File: config.mk
export PLATFORM = sky130hd
export DESIGN_NAME = program_loader
export DESIGN_NICKNAME = d
export VERILOG_FILES = /design/src/rtl/program_loader.sv
export SDC_FILE = /design/constraint.sdc
export NUM_CORES = 1
export LEC_CHECK = 0
export ABC_AREA = 1
export CAP_MARGIN = 20
export CORE_ASPECT_RATIO = 1.75
export CORE_UTILIZATION = 52
export DETAILED_ROUTE_END_ITERATION = 6
export PLACE_DENSITY = 0.77
export SYNTH_ARGS = -nofsm -noshare
export SYNTH_HDL_FRONTEND = slang
export SYNTH_SLANG_ARGS = --single-unit
File: constraint.sdc
create_clock -name clk -period 2 [get_ports clk]
set_input_delay 0.2 -clock clk [delete_from_list [all_inputs] [get_ports clk]]
set_output_delay 0.2 -clock clk [all_outputs]
set_load 0.02 [all_outputs]
File: src/rtl/program_loader.sv
// ---------------------------------------------------------------------------
// program_loader
//   Receives a program image over a valid/ready word stream and writes it into
//   instruction memory, holding the processor in reset until the image has
//   been verified.
//
//   Stream format: START address, COUNT, COUNT instruction words, CHECKSUM.
//   The checksum is the 16-bit wrap-around sum of the instruction words.
//   A match holds cpu_reset for RESET_HOLD more cycles and then releases the
//   processor. A mismatch, or an image that does not fit in memory, parks
//   the loader in an error state.
//
// Ports
//   clk, reset    : clock, synchronous active-high reset
//   load_start    : one-cycle request to begin a load (IDLE/RUN/ERROR only)
//   data_valid    : source presents a word on data_in
//   data_in[15:0] : stream word
//   data_ready    : loader accepts a word this cycle
//   mem_write     : instruction-memory write strobe (registered)
//   mem_address   : instruction-memory write address (registered)
//   mem_data      : instruction-memory write data (registered)
//   cpu_reset     : processor reset, low only while running
//   busy          : a load session is in progress
//   done          : one-cycle pulse on entry to RUN
//   error         : load failed, held until reset or a new load_start
// ---------------------------------------------------------------------------
module program_loader #(
    parameter int ADDR_WIDTH = 10,
    parameter int RESET_HOLD = 4
) (
    input  logic                  clk,
    input  logic                  reset,
    input  logic                  load_start,
    input  logic                  data_valid,
    input  logic [15:0]           data_in,
    output logic                  data_ready,
    output logic                  mem_write,
    output logic [ADDR_WIDTH-1:0] mem_address,
    output logic [15:0]           mem_data,
    output logic                  cpu_reset,
    output logic                  busy,
    output logic                  done,
    output logic                  error
);

    typedef enum logic [2:0] {
        S_IDLE, S_ADDR, S_COUNT, S_DATA, S_CHECK, S_HOLD, S_RUN, S_ERROR
    } state_t;

    localparam int          HW    = (RESET_HOLD > 1) ? $clog2(RESET_HOLD) : 1;
    localparam logic [16:0] LIMIT = 17'd1 << ADDR_WIDTH;

    state_t                state, next_state;
    logic [ADDR_WIDTH-1:0] addr;
    logic [15:0]           remaining;
    logic [15:0]           csum;
    logic [HW-1:0]         hold_cnt;

    logic        xfer;
    logic [16:0] start_hi;
    logic        addr_bad;
    logic [16:0] end_addr;

    assign xfer     = data_valid & data_ready;
    // Any address bit above the memory width makes the start address invalid.
    assign start_hi = {1'b0, data_in} >> ADDR_WIDTH;
    assign addr_bad = |start_hi;
    // One past the last word written; 17 bits so a full-memory image compares
    // equal to LIMIT instead of wrapping.
    assign end_addr = 17'(addr) + {1'b0, data_in};

    // State register
    always_ff @(posedge clk) begin
        if (reset) state <= S_IDLE;
        else       state <= next_state;
    end

    // Next-state logic
    always_comb begin
        next_state = state;
        case (state)
            S_IDLE, S_RUN, S_ERROR:
                if (load_start) next_state = S_ADDR;
            S_ADDR:
                if (xfer) next_state = addr_bad ? S_ERROR : S_COUNT;
            S_COUNT:
                if (xfer) begin
                    if (end_addr > LIMIT)    next_state = S_ERROR;
                    else if (data_in == '0)  next_state = S_CHECK;
                    else                     next_state = S_DATA;
                end
            S_DATA:
                if (xfer && remaining == 16'd1) next_state = S_CHECK;
            S_CHECK:
                if (xfer) next_state = (data_in == csum) ? S_HOLD : S_ERROR;
            S_HOLD:
                if (hold_cnt == HW'(RESET_HOLD - 1)) next_state = S_RUN;
            default:
                next_state = S_IDLE;
        endcase
    end

    // State-decoded outputs
    always_comb begin
        data_ready = 1'b0;
        busy       = 1'b0;
        cpu_reset  = 1'b1;
        error      = 1'b0;
        case (state)
            S_ADDR, S_COUNT, S_DATA, S_CHECK: begin
                data_ready = 1'b1;
                busy       = 1'b1;
            end
            S_HOLD:  busy      = 1'b1;
            S_RUN:   cpu_reset = 1'b0;
            S_ERROR: error     = 1'b1;
            default: ;
        endcase
    end

    // Datapath and registered outputs
    always_ff @(posedge clk) begin
        if (reset) begin
            addr        <= '0;
            remaining   <= '0;
            csum        <= '0;
            hold_cnt    <= '0;
            mem_write   <= 1'b0;
            mem_address <= '0;
            mem_data    <= '0;
            done        <= 1'b0;
        end else begin
            mem_write <= 1'b0;
            done      <= (state == S_HOLD) && (next_state == S_RUN);
            case (state)
                S_IDLE, S_RUN, S_ERROR:
                    if (load_start) csum <= '0;
                S_ADDR:
                    if (xfer) addr <= data_in[ADDR_WIDTH-1:0];
                S_COUNT:
                    if (xfer) remaining <= data_in;
                S_DATA:
                    if (xfer) begin
                        mem_write   <= 1'b1;
                        mem_address <= addr;
                        mem_data    <= data_in;
                        addr        <= addr + 1'b1;
                        remaining   <= remaining - 16'd1;
                        csum        <= csum + data_in;
                    end
                S_CHECK:
                    if (xfer) hold_cnt <= '0;
                S_HOLD:
                    hold_cnt <= hold_cnt + 1'b1;
                default: ;
            endcase
        end
    end

endmodule

==> results of run 1 <==
-- power groups by stage --
stage / combinational, mW / clock (mW) / sequential, mW
2_1_floorplan: 1.78 / 0 / 1.90
3_3_place_gp: 2.70 / 0 / 1.85
3_5_place_dp: 2.77 / 0 / 1.85
4_1_cts: 2.81 / 2.06 / 1.83
5_1_grt: 3.30 / 2.13 / 1.86
6_report: 3.03 / 2.07 / 1.85
-- synth_stat cells, types with 6 or more instances --
library cell    n
xor2_1         13
nor2_2          6
inv_1          87
a31oi_1        14
a21oi_1        61
o21ai_0        66
nand3_1        52
ha_1           29
nor4_1         10
dfxtp_1        75
nand4_1         8
o21ai_1        10
inv_2           8
nor2_1         86
nand2_1       176
clkbuf_1       12
nor3_1         10
buf_2           8
-- per-stage QoR --
stage	hold WS [ns]	instances	setup slack (ns)	util
finish	0.380	1040	-0.217	0.746
global route	0.410	1039	-0.329	0.745
CTS	0.459	1037	-0.120	0.718
detailed placement	0.460	1021	-0.619	0.670
global placement	0.446	1021	-0.552	0.670
floorplan	0.335	785	0.0268	-
-- critical path, stage by stage, from the launching register on --
cell and delay, ns:
dfxtp_2 0.33, ha_4 0.16, fa_2 0.36, nand3_1 0.13, nand3_2 0.11, nand2_1 0.11
nand3b_1 0.07, nand2_1 0.07, nand2_1 0.05, nor2_1 0.10, nand3_1 0.12, nand2_2 0.12
nand3_2 0.09, nand2_1 0.08, nand3_1 0.08, nand2_1 0.08, inv_1 0.05
-- routing by layer --
layer / part of all wire / wire (µm) / vias to the layer above
met5: 0 / 0 / -
li1: - / - / 2868
met1: 0.35 / 6420 / 2861
met2: 0.51 / 9330 / 353
met3: 0.062 / 1120 / 108
met4: 0.071 / 1290 / 0
-- area by class of cell --
cell class,instances,area [µm²],area share
Tap cell,122,153,0.0216
Clock buffer,10,239,0.0339
Antenna cell,1,2.50,0.000354
Inverter,95,357,0.0505
Sequential cell,75,1500,0.213
Timing Repair Buffer,140,1210,0.172
Clock inverter,6,136,0.0193
Multi-Input combinational cell,591,3450,0.489
-- worst max path at each step --
stage | startpoint | end | slack [ns] | depth (start not counted)
after floorplan | addr[0]$_SDFFE_PP0P_ | state[1]$_SDFF_PP0_ | 0.03 | 15
after global placement | data_in[0] | state[1]$_SDFF_PP0_ | -0.55 | 16
after detailed placement | data_in[0] | csum[14]$_SDFFE_PP0P_ | -0.62 | 15
after CTS | addr[0]$_SDFFE_PP0P_ | state[2]$_SDFF_PP0_ | -0.12 | 15
after global routing | addr[0]$_SDFFE_PP0P_ | state[2]$_SDFF_PP0_ | -0.33 | 16
final | addr[0]$_SDFFE_PP0P_ | state[2]$_SDFF_PP0_ | -0.22 | 16
-- kinds of logic after synthesis --
| group | Yosys count | share of synthesized area |
|---|---|---|
| xor gates and xnor gates | 16 | 0.0275 |
| DFF | 75 | 0.294 |
| AOI/OAI and AO/OA | 169 | 0.179 |
| and+or+nand+nor | 375 | 0.328 |
| adders and majority gates | 31 | 0.0790 |
| buffers and inverters | 119 | 0.0918 |
-- flip-flops by register name (all words and copies together) (netlist names) --
name	cells
csum	16
mem_data	16
remaining	16
addr	10
mem_address	10
state	3
hold_cnt	2
done	1
mem_write	1
-- what timing repair did --
item                       CTS  global route
buffers inserted             0             2
resized for setup           25            44
setup endpoints to repair   12            16
pin swaps                    3            14
==> metrics.cfg, run 1 <==
[run_status]
status = complete, but fails checks
failed_checks = negative setup slack

[clocking]
clockBufferDepth = 2
clk_pin_slew_ns = 0.06
cts_tree = built
h-tree-depth = 3
cts_buffers = 9
root_buffer = clkbuf_16
clkSinkCount = 75
holdBufCountCts = 0
worstSkewPairLatency_ns = 0.34

[global_routing]
grt_use_met1 = 0.345
grt_pass1_wl_um = 27500
grt_use_total = 0.341
use_met3 = 0.0469
grt_overflow = 0
grt_max_degree = 44
antenna_found_initial = 0
grt_pass1_vias = 6063
top_usage_layer = met2
use_met2 = 0.627

[power_and_ir_drop]
finalPower_mw = 6.95
power_density_nw_per_um2 = 984
intPower_mw = 4.20
p_switching_mw = 2.74
peakVddDrop_uv = 728
p_sw_frac = 0.395
p_clk_frac = 0.298
comb_power_share = 0.436
p_leak_nw = 3.32
power_frac_seq = 0.266

[routing]
wl_per_cell_um = 17.5
vias_per_cell = 5.95
first_pass_iters = 6
drc = 0
wl_um = 18200
drt_iter0_markers = 611
ant_nets = 0
vias = 6190

[worst_setup_path]
critical_path_class = reg2reg
end_kind = register
crit_required_ns = 2.24
r2r-end = state[2]$_SDFF_PP0_
r2r_cells = 16
r2r_start = addr[0]$_SDFFE_PP0P_
worstPathArrival_ns = 2.46
worstPathMaxFanout = 3
r2r_slack_ns = -0.22
start_kind = register

[yosys]
synth_top_area_frac = 0.294
synth.avg_cell_area_um2 = 6.50
synth.top_cells.by_area = dfxtp_1 29%, nand2_1 13%, ha_1 7.1%
ys_seq_area_frac = 0.294
synth.distinct_cells = 44
synthCells = 785
synthArstFlopShare = 0
yosys_warnings = 0
synth_area_leader_cell = dfxtp_1
ys_ff_latch = 75
synth_flop_cell = dfxtp_1
syn-cell-area_um2 = 5100
synth-edff-count = 0
syn_nets = 836

[sta]
finalWorstPathRequiredPeriod_ns = 2.22
rsz0062_at_grt = yes
hold_violations = 0
worst_slew_pin_slew_ns = 0.671
fin_setup_tns_ns = -0.533
max_slew_margin = 0.548
setup_viol = 4
finalCritPeriodShare = 1.11
max_freq_ghz = 0.451
worst_slack_ns = -0.217
drv_slew = 0
skew_ns = 0.00402

[place]
numPortBuffers = 51
dp_hpwl_um = 12700
placed_area_um2 = 6350
gp_congestion = 1.01

[layout]
stdcell_area_um2 = 7060
layout_commonest_cell = nand2_1
syn2layout_area_growth_pct = 38.4
final.fill_count = 714
drive_above_1_share = 0.206
final_cell_mix = 169 x nand2_1, 87 x inv_1, 87 x buf_4, 84 x nor2_1, 73 x dfxtp_1
finalNetCount = 963

[floorplan]
start_util = 0.539
ioPinCount = 52
die_h_um = 133
core-area_um2 = 9470
placementRows = 47
die-area_um2 = 10200
dieWidth_um = 76.9

[min_path]
hold-path-cell-count = 4
hold_path.class = in2reg
min_to = mem_data[5]$_SDFFE_PP0P_
min_from = data_in[5]

[flow_run]
drv_cap = 0

Power figures use the tool's default switching activity.
==> run 2: changes to the inputs <==
- CORE_UTILIZATION: 52 -> 62
- DONT_BUFFER_PORTS: unset -> 1
- PLACE_DENSITY: 0.77 -> 0.78
- clock period: 2 -> 2.5 ns (I/O delays scaled with it)
==> metrics.cfg, run 2 (same netlist as run 1, synthesis figures left out) <==
[worst_setup_path]
cp_top_family = simple AND/OR/NAND/NOR gates
critPathBufInv = 1  ; unchanged
r2r_slack_ns = 0.22  ; +0.44 ns
cpPeakStageDelay_ns = 0.40  ; +0.04 ns
crit_chain = ha_2 > fa_1 > or2_2 > nor2_1 > nand2_1 > nor2_1 > nand2_1 > nor2_1 > nand3_1 > nand2_1 > nand3_1 > nand2_1 > nand3_1 > nand2_1 > inv_1
r2r_cells = 15  ; -1
critical_path_class = reg2reg
cpMostUsedCell = nand2_1
worstPathArrival_ns = 2.52  ; +0.06 ns
cpMaxStageDelayCell = fa_1
r2r_start = addr[0]$_SDFFE_PP0P_
crit_required_ns = 2.74  ; +0.50 ns
start_kind = register
worstPathMaxFanout = 4  ; +1
end_kind = register
r2r-end = state[1]$_SDFF_PP0_
path_depth = 15  ; -1

[flow_run]
drv_cap = 0  ; unchanged

[clocking]
root_buffer = clkbuf_16
cts_buffers = 9  ; unchanged
worstSkewPairLatency_ns = 0.34  ; about the same
clockBufferDepth = 2  ; unchanged
h-tree-depth = 3  ; unchanged
cts_tree = built
clk_pin_slew_ns = 0.06  ; about the same
clkSinkCount = 75  ; unchanged
cts_setup_buffers = 0  ; unchanged

[layout]
multi_input_area_um2 = 3130  ; -9.3%
syn2layout_area_growth_pct = 8.46
finalNetCount = 833  ; -13%
register_area_um2 = 1500  ; about the same
final_cell_mix = 176 x nand2_1, 87 x inv_1, 86 x nor2_1, 74 x dfxtp_1, 66 x o21ai_0
stdcell_area_um2 = 5530  ; -22%
drive_above_1_share = 0.0788  ; -0.127
layout_commonest_cell = nand2_1
n_antenna_cell = 0  ; -1
final.fill_count = 710  ; -0.56%
reg_top3 = csum x16, mem_data x16, remaining x16

[global_routing]
grt_overflow = 0  ; unchanged
antenna_found_initial = 0  ; unchanged
grt_use_total = 0.362  ; +0.0203
grt_pass1_vias = 4852  ; -20%
grt_max_degree = 44  ; unchanged
grt_pass1_wl_um = 23500  ; -15%

[sta]
worst_slew_pin_slew_ns = 1.02  ; +0.353 ns
max_freq_ghz = 0.439  ; -2.7%
worst_slack_ns = 0.220  ; +0.437 ns
max_slew_margin = 0.315  ; -0.233
finalWorstPathRequiredPeriod_ns = 2.28  ; +0.0626 ns
fin_setup_tns_ns = 0  ; +0.533 ns
finalCritPeriodShare = 0.912  ; -0.197
rsz0062_at_grt = no
hold_violations = 0  ; unchanged
drv_slew = 0  ; unchanged
setup_viol = 0  ; -4
skew_ns = 0.00386  ; -0.000156 ns

[place]
dp_hpwl_um = 11500  ; -9.5%
gp_congestion = 0.928  ; -8.2%
numPortBuffers = 0  ; -100%
placed_area_um2 = 5170  ; -19%
dp_slack_ns = 0.153  ; +0.772 ns

[floorplan]
core-area_um2 = 7960  ; -16%
placementRows = 43  ; -8.5%
dieWidth_um = 70.6  ; -8.2%
die-area_um2 = 8610  ; -16%
die_h_um = 122  ; -8.3%
start_util = 0.640  ; +0.102
ioPinCount = 52  ; unchanged

[routing]
wl_um = 15300  ; -16%
drc = 2  ; +2
vias_per_cell = 6.08  ; +2.1%
vias = 5328  ; -14%
ant_nets = 0  ; unchanged
wl_per_cell_um = 17.5  ; about the same
drt_iter0_markers = 474  ; -22%
first_pass_iters = 7  ; +1

[power_and_ir_drop]
peakVddDrop_uv = 503  ; -31%
finalPower_mw = 4.89  ; -30%
p_leak_nw = 2.62  ; -21%
power_density_nw_per_um2 = 884  ; -10%

[run_status]
status = complete, but fails checks
failed_checks = design-rule violations

[min_path]
min_to = mem_data[7]$_SDFFE_PP0P_
hold_path.class = in2reg
min_from = data_in[7]
hold-path-cell-count = 2  ; -2

==> run 2: cell count changes in the layout (fill, tap and decap cells not counted), moves of 7 or more <==
| cell | before | now |
|---|---|---|
| nand2_1 | 169 | 176 |
| nand2_2 | 12 | 5 |
| ha_1 | 15 | 28 |
| clkdlybuf4s50_1 | 38 | 0 |
| ha_4 | 13 | 0 |
| a21oi_2 | 7 | 0 |
| buf_4 | 87 | 9 |
| nand3_1 | 42 | 52 |
| nand3_2 | 12 | 5 |
| dlymetal6s2s_1 | 7 | 0 |
| a21oi_1 | 54 | 61 |
==> run 2: cell type report <==
| class | instances | area share |
|---|---|---|
| multi-input combinational | 591 | 0.566 |
| sequential | 75 | 0.272 |
| inverter | 95 | 0.0645 |
| clock buffer | 9 | 0.0407 |
| clock inverter | 7 | 0.0224 |
| tap | 90 | 0.0204 |
| timing repair buffer | 10 | 0.0140 |
==> run 2: metal layers <==
layer / global-route usage / part of all wire
met3: 0.0645 / 0.061
met5: 0 / 0
met4: 0.205 / 0.056
met2: 0.678 / 0.53
met1: 0.373 / 0.36
==> run 2: worst max path at each step <==
stage / slack (ns) / end / startpoint
2_1_floorplan: 0.40 / state[1]$_SDFF_PP0_ / addr[0]$_SDFFE_PP0P_
5_1_grt: 0.02 / state[1]$_SDFF_PP0_ / addr[0]$_SDFFE_PP0P_
6_report: 0.22 / state[1]$_SDFF_PP0_ / addr[0]$_SDFFE_PP0P_
3_5_place_dp: 0.15 / state[1]$_SDFF_PP0_ / addr[0]$_SDFFE_PP0P_
4_1_cts: 0.17 / state[1]$_SDFF_PP0_ / addr[0]$_SDFFE_PP0P_
3_3_place_gp: 0.22 / state[1]$_SDFF_PP0_ / addr[0]$_SDFFE_PP0P_
==> run 2: through the flow <==
| stage | hold slack, ns | cells | utilization |
|---|---|---|---|
| final | 0.0479 | 877 | 0.695 |
| after global routing | 0.0438 | 877 | 0.695 |
| after CTS | 0.0457 | 877 | 0.694 |
| after detailed placement | 0.326 | 860 | 0.649 |
| after global placement | 0.324 | 860 | 0.649 |
| after floorplan | 0.385 | 785 | - |
==> run 2: what timing repair did <==
action / in CTS / in global routing
setup endpoints to repair: 0 / 1
endpoints found under the hold margin: 20 / 0
hold buffers: 1 / 0
resized for setup: 0 / 2
==> run 2: report_power, final <==
| part | internal (mW) | total (mW) | switching, mW | leakage, nW |
|---|---|---|---|---|
| Combinational | 0.584 | 1.83 | 1.24 | 1.85 |
| Clock | 0.982 | 1.52 | 0.538 | 0.166 |
| Sequential | 1.34 | 1.54 | 0.202 | 0.607 |
